[config.mk]
export PLATFORM = sky130hd
export DESIGN_NAME = s_protocol_adapter_ingress
export DESIGN_NICKNAME = d
export VERILOG_FILES = /design/src/rtl/s_protocol_adapter_ingress.sv
export SDC_FILE = /design/constraint.sdc
export NUM_CORES = 1
export LEC_CHECK = 0
export CAP_MARGIN = 30
export CORE_AREA = 2 2 108 110
export CTS_CLUSTER_SIZE = 20
export DETAILED_ROUTE_END_ITERATION = 6
export DIE_AREA = 0 0 110 112
export PLACE_DENSITY_LB_ADDON = 0.05
export SYNTH_ARGS = -nofsm -noshare
export SYNTH_HDL_FRONTEND = slang
export SYNTH_SLANG_ARGS = --single-unit
[constraint.sdc]
create_clock -name clk_line -period 5.03 [get_ports clk_line]
set_clock_uncertainty 0.1 [all_clocks]
set_input_delay 1.2575 -clock clk_line [delete_from_list [all_inputs] [get_ports clk_line]]
set_output_delay 1.2575 -clock clk_line [all_outputs]
set_load 0.01 [all_outputs]
[src/rtl/s_protocol_adapter_ingress.sv]
// s_protocol_adapter_ingress
//
// Ingress packet adapter between the open-nic-shell AXI-stream and MoSAIC.
// Each accepted beat has its byte lanes (and TKEEP bits) reversed. All-zero-TKEEP filler
// beats without TLAST are discarded. Packets longer than MAX_BEATS are cut short: the
// MAX_BEATS-th beat is marked last and the rest of the packet is dropped. The result goes
// through an output register plus one skid register, so both sides sustain one beat per
// cycle under backpressure.
//
// Ports:
//   clk_line          line clock, all logic on the rising edge
//   rst               asynchronous active-high reset
//   stream_in_*       AXI-stream from the shell (TREADY is registered)
//   stream_out_*      AXI-stream to MoSAIC (TVALID/TDATA/TKEEP/TLAST are registered)
//   pkt_trunc         one-cycle pulse after a packet has been truncated
//   pkt_count         number of packets emitted (TLAST handshakes on the output), wraps

module s_protocol_adapter_ingress #(
  parameter int BW        = 32,
  parameter int BWB       = BW / 8,
  parameter int MAX_BEATS = 375
) (
  input  logic           clk_line,
  input  logic           rst,
  input  logic [BW-1:0]  stream_in_TDATA,
  input  logic [BWB-1:0] stream_in_TKEEP,
  input  logic           stream_in_TLAST,
  input  logic           stream_in_TVALID,
  output logic           stream_in_TREADY,
  output logic [BW-1:0]  stream_out_TDATA,
  output logic [BWB-1:0] stream_out_TKEEP,
  output logic           stream_out_TLAST,
  output logic           stream_out_TVALID,
  input  logic           stream_out_TREADY,
  output logic           pkt_trunc,
  output logic [31:0]    pkt_count
);

  localparam int CW = $clog2(MAX_BEATS + 1);

  typedef enum logic {
    StPass,
    StDrop
  } state_e;

  // Packet-length FSM
  state_e          state_q, state_d;
  logic [CW-1:0]   cnt_q, cnt_d;
  logic            trunc_q, trunc_d;

  // Output register and skid register
  logic            out_valid_q, out_valid_d;
  logic [BW-1:0]   out_data_q, out_data_d;
  logic [BWB-1:0]  out_keep_q, out_keep_d;
  logic            out_last_q, out_last_d;
  logic            skid_valid_q, skid_valid_d;
  logic [BW-1:0]   skid_data_q, skid_data_d;
  logic [BWB-1:0]  skid_keep_q, skid_keep_d;
  logic            skid_last_q, skid_last_d;

  logic            in_ready_q, in_ready_d;
  logic [31:0]     pkt_count_q, pkt_count_d;

  logic            accept;
  logic            filler;
  logic            emit;
  logic            wr;
  logic            wr_last;
  logic [BW-1:0]   sw_data;
  logic [BWB-1:0]  sw_keep;

  assign accept = stream_in_TVALID & in_ready_q;
  assign filler = (stream_in_TKEEP == '0) & ~stream_in_TLAST;
  assign emit   = out_valid_q & stream_out_TREADY;

  // Byte-lane reversal: output lane i takes input lane BWB-1-i.
  always_comb begin
    sw_data = '0;
    sw_keep = '0;
    for (int i = 0; i < BWB; i++) begin
      sw_data[8*i +: 8] = stream_in_TDATA[8*(BWB-1-i) +: 8];
      sw_keep[i]        = stream_in_TKEEP[BWB-1-i];
    end
  end

  // Decide whether an accepted beat is written into the buffer and with which TLAST.
  always_comb begin
    state_d = state_q;
    cnt_d   = cnt_q;
    trunc_d = 1'b0;
    wr      = 1'b0;
    wr_last = stream_in_TLAST;
    if (accept) begin
      case (state_q)
        StPass: begin
          if (!filler) begin
            wr = 1'b1;
            if (stream_in_TLAST) begin
              cnt_d = '0;
            end else if (cnt_q == CW'(MAX_BEATS - 1)) begin
              // Length limit reached without TLAST: close the packet here, drop the rest.
              wr_last = 1'b1;
              cnt_d   = '0;
              trunc_d = 1'b1;
              state_d = StDrop;
            end else begin
              cnt_d = cnt_q + CW'(1);
            end
          end
        end
        StDrop: begin
          if (stream_in_TLAST) begin
            state_d = StPass;
          end
        end
        default: begin
          state_d = StPass;
        end
      endcase
    end
  end

  // Two-entry buffer. The skid only fills when a beat is written while the output register
  // holds a beat that is not leaving this cycle.
  always_comb begin
    out_valid_d  = out_valid_q;
    out_data_d   = out_data_q;
    out_keep_d   = out_keep_q;
    out_last_d   = out_last_q;
    skid_valid_d = skid_valid_q;
    skid_data_d  = skid_data_q;
    skid_keep_d  = skid_keep_q;
    skid_last_d  = skid_last_q;
    if (!out_valid_q || emit) begin
      if (skid_valid_q) begin
        out_valid_d  = 1'b1;
        out_data_d   = skid_data_q;
        out_keep_d   = skid_keep_q;
        out_last_d   = skid_last_q;
        skid_valid_d = wr;
        if (wr) begin
          skid_data_d = sw_data;
          skid_keep_d = sw_keep;
          skid_last_d = wr_last;
        end
      end else begin
        out_valid_d = wr;
        if (wr) begin
          out_data_d = sw_data;
          out_keep_d = sw_keep;
          out_last_d = wr_last;
        end
      end
    end else if (wr) begin
      skid_valid_d = 1'b1;
      skid_data_d  = sw_data;
      skid_keep_d  = sw_keep;
      skid_last_d  = wr_last;
    end
  end

  // Ready is registered from the next skid state, so it never depends on the output side
  // combinationally.
  assign in_ready_d = ~skid_valid_d;

  always_comb begin
    pkt_count_d = pkt_count_q;
    if (emit && out_last_q) begin
      pkt_count_d = pkt_count_q + 32'd1;
    end
  end

  always_ff @(posedge clk_line or posedge rst) begin
    if (rst) begin
      state_q      <= StPass;
      cnt_q        <= '0;
      trunc_q      <= 1'b0;
      out_valid_q  <= 1'b0;
      out_data_q   <= '0;
      out_keep_q   <= '0;
      out_last_q   <= 1'b0;
      skid_valid_q <= 1'b0;
      skid_data_q  <= '0;
      skid_keep_q  <= '0;
      skid_last_q  <= 1'b0;
      in_ready_q   <= 1'b0;
      pkt_count_q  <= '0;
    end else begin
      state_q      <= state_d;
      cnt_q        <= cnt_d;
      trunc_q      <= trunc_d;
      out_valid_q  <= out_valid_d;
      out_data_q   <= out_data_d;
      out_keep_q   <= out_keep_d;
      out_last_q   <= out_last_d;
      skid_valid_q <= skid_valid_d;
      skid_data_q  <= skid_data_d;
      skid_keep_q  <= skid_keep_d;
      skid_last_q  <= skid_last_d;
      in_ready_q   <= in_ready_d;
      pkt_count_q  <= pkt_count_d;
    end
  end

  assign stream_in_TREADY  = in_ready_q;
  assign stream_out_TVALID = out_valid_q;
  assign stream_out_TDATA  = out_data_q;
  assign stream_out_TKEEP  = out_keep_q;
  assign stream_out_TLAST  = out_last_q;
  assign pkt_trunc         = trunc_q;
  assign pkt_count         = pkt_count_q;

endmodule

==> flow_summary_export.csv <==
group,metric,value,unit
power,peakVddDrop,0.362,mV
finish,final_cell_mix,"119 x dfrtp_1, 112 x clkdlybuf4s50_1, 77 x mux2_2",
power,power_density,576,nW/um^2
detailed_routing,drc_errors,0,
floorplan,die_area,12300,um^2
sta,fin_setup_tns,0,ps
logic_synthesis,synthFlopType,"dfrtp_1",
worst_hold_path,hp-start,"pkt_count[31]",
worst_hold_path,min_path_type,"flip-flop to flip-flop",
grt,grt_pass1_vias,3866,
logic_synthesis,yosysUniqueCellTypes,46,
sta,tightest_slew,751,ps
sta,worst_slack,1460,ps
status,status,"complete, no violations",
cts,cts_buffer_depth,2,
detailed_routing,dr.pass1.iters,4,
cts,cts.clk_slew.worst_paths,60,ps
critical_path,regToRegEndpoint,"skid_last_q",
job,cap_violations,0,
logic_synthesis,synthMuxAreaShare,24.4,%
critical_path,critPathSlowestCell,"or4_4",
floorplan,num_rows,39,
logic_synthesis,yosys_register_bits,120,
cts,cts_sinks,120,
grt,antenna_found_initial,0,
critical_path,cp.arrival,3770,ps
grt,grt_remaining_overflow,0,
critical_path,critPathBufInv,2,
logic_synthesis,synth_seq_area_share,54.3,%
cts,h-tree-depth,4,
sta,hold-worst-slack,373,ps
critical_path,worstPathRequired,5230,ps
sta,rsz0062_at_grt,"no",
placement,dpl.hpwl,7.73,mm
logic_synthesis,avgSynthCellArea,13.5,um^2
logic_synthesis,async_flop_share,100,%
placement,gp_congestion,0.790,
floorplan,start_util,49.5,%
cts,cts_tree,"done",
cts,clk_latency,410,ps
finish,drive_above_1_share,28.0,%
critical_path,path_cells,"clkdlybuf4s50_1 > or4_4 > o211a_4 > o21ai_4 > buf_12 > mux2_2",
critical_path,cp_top_family,"compound AO/OA/AOI/OAI gates",
placement,port_buffers,112,
detailed_routing,wire_per_inst,17.0,um
grt,grt_usage,20.6,%
detailed_routing,wl,11.7,mm
power,p_leak,3.25,nW
logic_synthesis,synthesis.nets,455,
logic_synthesis,synth_fa_ha_area_share,0.679,%
detailed_routing,antenna_left,0,
logic_synthesis,syn_area,5530,um^2
sta,finalHoldViolCount,0,
cts,post_cts_resized,0,
logic_synthesis,synth_xor_xnor_area_share,4.91,%
grt,grt_max_degree,53,
critical_path,reg2reg_setup_slack,2790,ps
finish,syn_to_final_growth,33.7,%
critical_path,slowest_delay,550,ps
floorplan,design.core.area,11200,um^2
critical_path,critPathLaunchType,"input pin",
critical_path,endpoint,"stream_out_TDATA[21]",
placement,dpl.cell_count,656,
sta,min_period,3570,ps
detailed_routing,vias,3671,
critical_path,r2r.worst_path.cells,6,
floorplan,die_h,112,um
critical_path,cp_max_fo,24,
logic_synthesis,synth_edf_count,0,
logic_synthesis,ys_warn_count,0,
cts,post_cts_buffers,0,
finish,final_net_count,577,
logic_synthesis,synth-simple-area-share,9.75,%
finish,fillerInstances,850,
finish,final_common_cell,"dfrtp_1",
critical_path,setup.worst_path.class,"input pin to flip-flop",
sta,max_freq,280,MHz
floorplan,ios,113,
critical_path,r2r-start,"cnt_q[0]",
critical_path,worstSetupEndpointType,"flip-flop",
cts,cts_root_buf,"clkbuf_16",
detailed_routing,via_per_inst,5.33,
grt,grt_first_pass_wirelength,19.3,mm
finish,num_antenna_cells,0,
sta,slew_violations,0,
cts,numCtsBuffers,17,
sta,slew_headroom,50.0,%
cts,ctsHoldBuffers,0,
detailed_routing,drt_iter0_drc,246,
sta,fin_crit_sh,71.0,%
logic_synthesis,syn-instance-count,411,
floorplan,die_w,110,um
logic_synthesis,synth_top_family_by_area,"multiplexers",
placement,dp_worst_setup_slack,1000,ps
finish,stdcell_count,689,
critical_path,crit_cells,6,
logic_synthesis,synth-compound-area-share,3.78,%
critical_path,cp-startpoint,"stream_in_TLAST",
sta,setup_viol,0,
area by class of cell:
cell class	count	area (um^2)	area share, %
Clock inverter	15	154	2.08
Tap cell	143	179	2.42
Sequential cell	120	3000	40.6
Timing Repair Buffer	118	1190	16.1
Multi-Input combinational cell	270	2410	32.7
Inverter	6	25.0	0.339
Clock buffer	17	425	5.75
registers in the layout, summed over array words and instances, names as in the netlist, 4 cells and up:
| register | flops |
|---|---|
| stream_out_TKEEP | 4 |
| skid_data_q | 32 |
| pkt_count | 32 |
| cnt_q | 9 |
| stream_out_TDATA | 32 |
| skid_keep_q | 4 |
synth_stat cells (2+ instances only):
library cell  count  area (um^2)
and4b_1           2         20.0
buf_8             3         45.0
nand3_1          13         65.1
mux2_2           77          867
o21ai_0           8         40.0
dfrtp_1         120         3000
nor4_1            7         43.8
xnor2_1           7         61.3
buf_2             4         20.0
xor2_1           24          210
inv_1             6         22.5
nor3_1            9         45.0
and4_1            6         52.6
a21oi_1           4         20.0
ha_1              3         37.5
mux2_1            3         33.8
nor2_1           13         48.8
and2_1            3         18.8
and3_1            2         12.5
nand2_1          22         82.6
a22o_1            2         17.5
or4_1             2         15.0
clkbuf_1          8         30.0
nand2b_1          2         12.5
nand4_1          10         62.6
mux2_4           30          450
a21o_1            2         15.0
power breakdown:
part	switching, W	internal [W]
combinational	0.000565	0.000970
sequential	0.000219	0.00132
clock	0.000456	0.000729
total	0.00124	0.00302
logic make-up (layout without fill, tap and decap cells):
logic type	after synthesis	after routing
buf+inv	21	156
flops	120	120
mux	110	110
simple gates	99	99
compound gates	27	27
xor+xnor	31	31
fa+ha+maj	3	3
per-stage QoR:
stage	total power, W	area (um^2)	utilization (%)
final	0.00426	7390	66.2
after global routing	0.00448	7390	66.2
after CTS	0.00428	7370	66.0
after detailed placement	0.00308	6790	60.8
after global placement	0.00303	6790	60.8
after floorplan	0.00250	5530	-
layer usage:
| metal | vias to the layer above | wire (um) | global-route usage, % |
|---|---|---|---|
| li1 | 1722 | - | - |
| met1 | 1860 | 5120 | 26.3 |
| met2 | 78 | 5840 | 31.9 |
| met3 | 11 | 643 | 8.14 |
| met4 | 0 | 126 | 6.84 |
| met5 | - | 0 | 0 |
how the worst min path moves through the flow:
| stage | end | slack (ps) | depth (start not counted) |
|---|---|---|---|
| finish | pkt_count[31] | 370 | 1 |
| global route | pkt_count[31] | 390 | 1 |
| CTS | pkt_count[31] | 380 | 1 |
| detailed placement | pkt_count[31] | 370 | 1 |
| global placement | pkt_count[31] | 360 | 1 |
| floorplan | skid_data_q[10] | 350 | 1 |
Note: power is estimated with default switching activity, not from simulation.
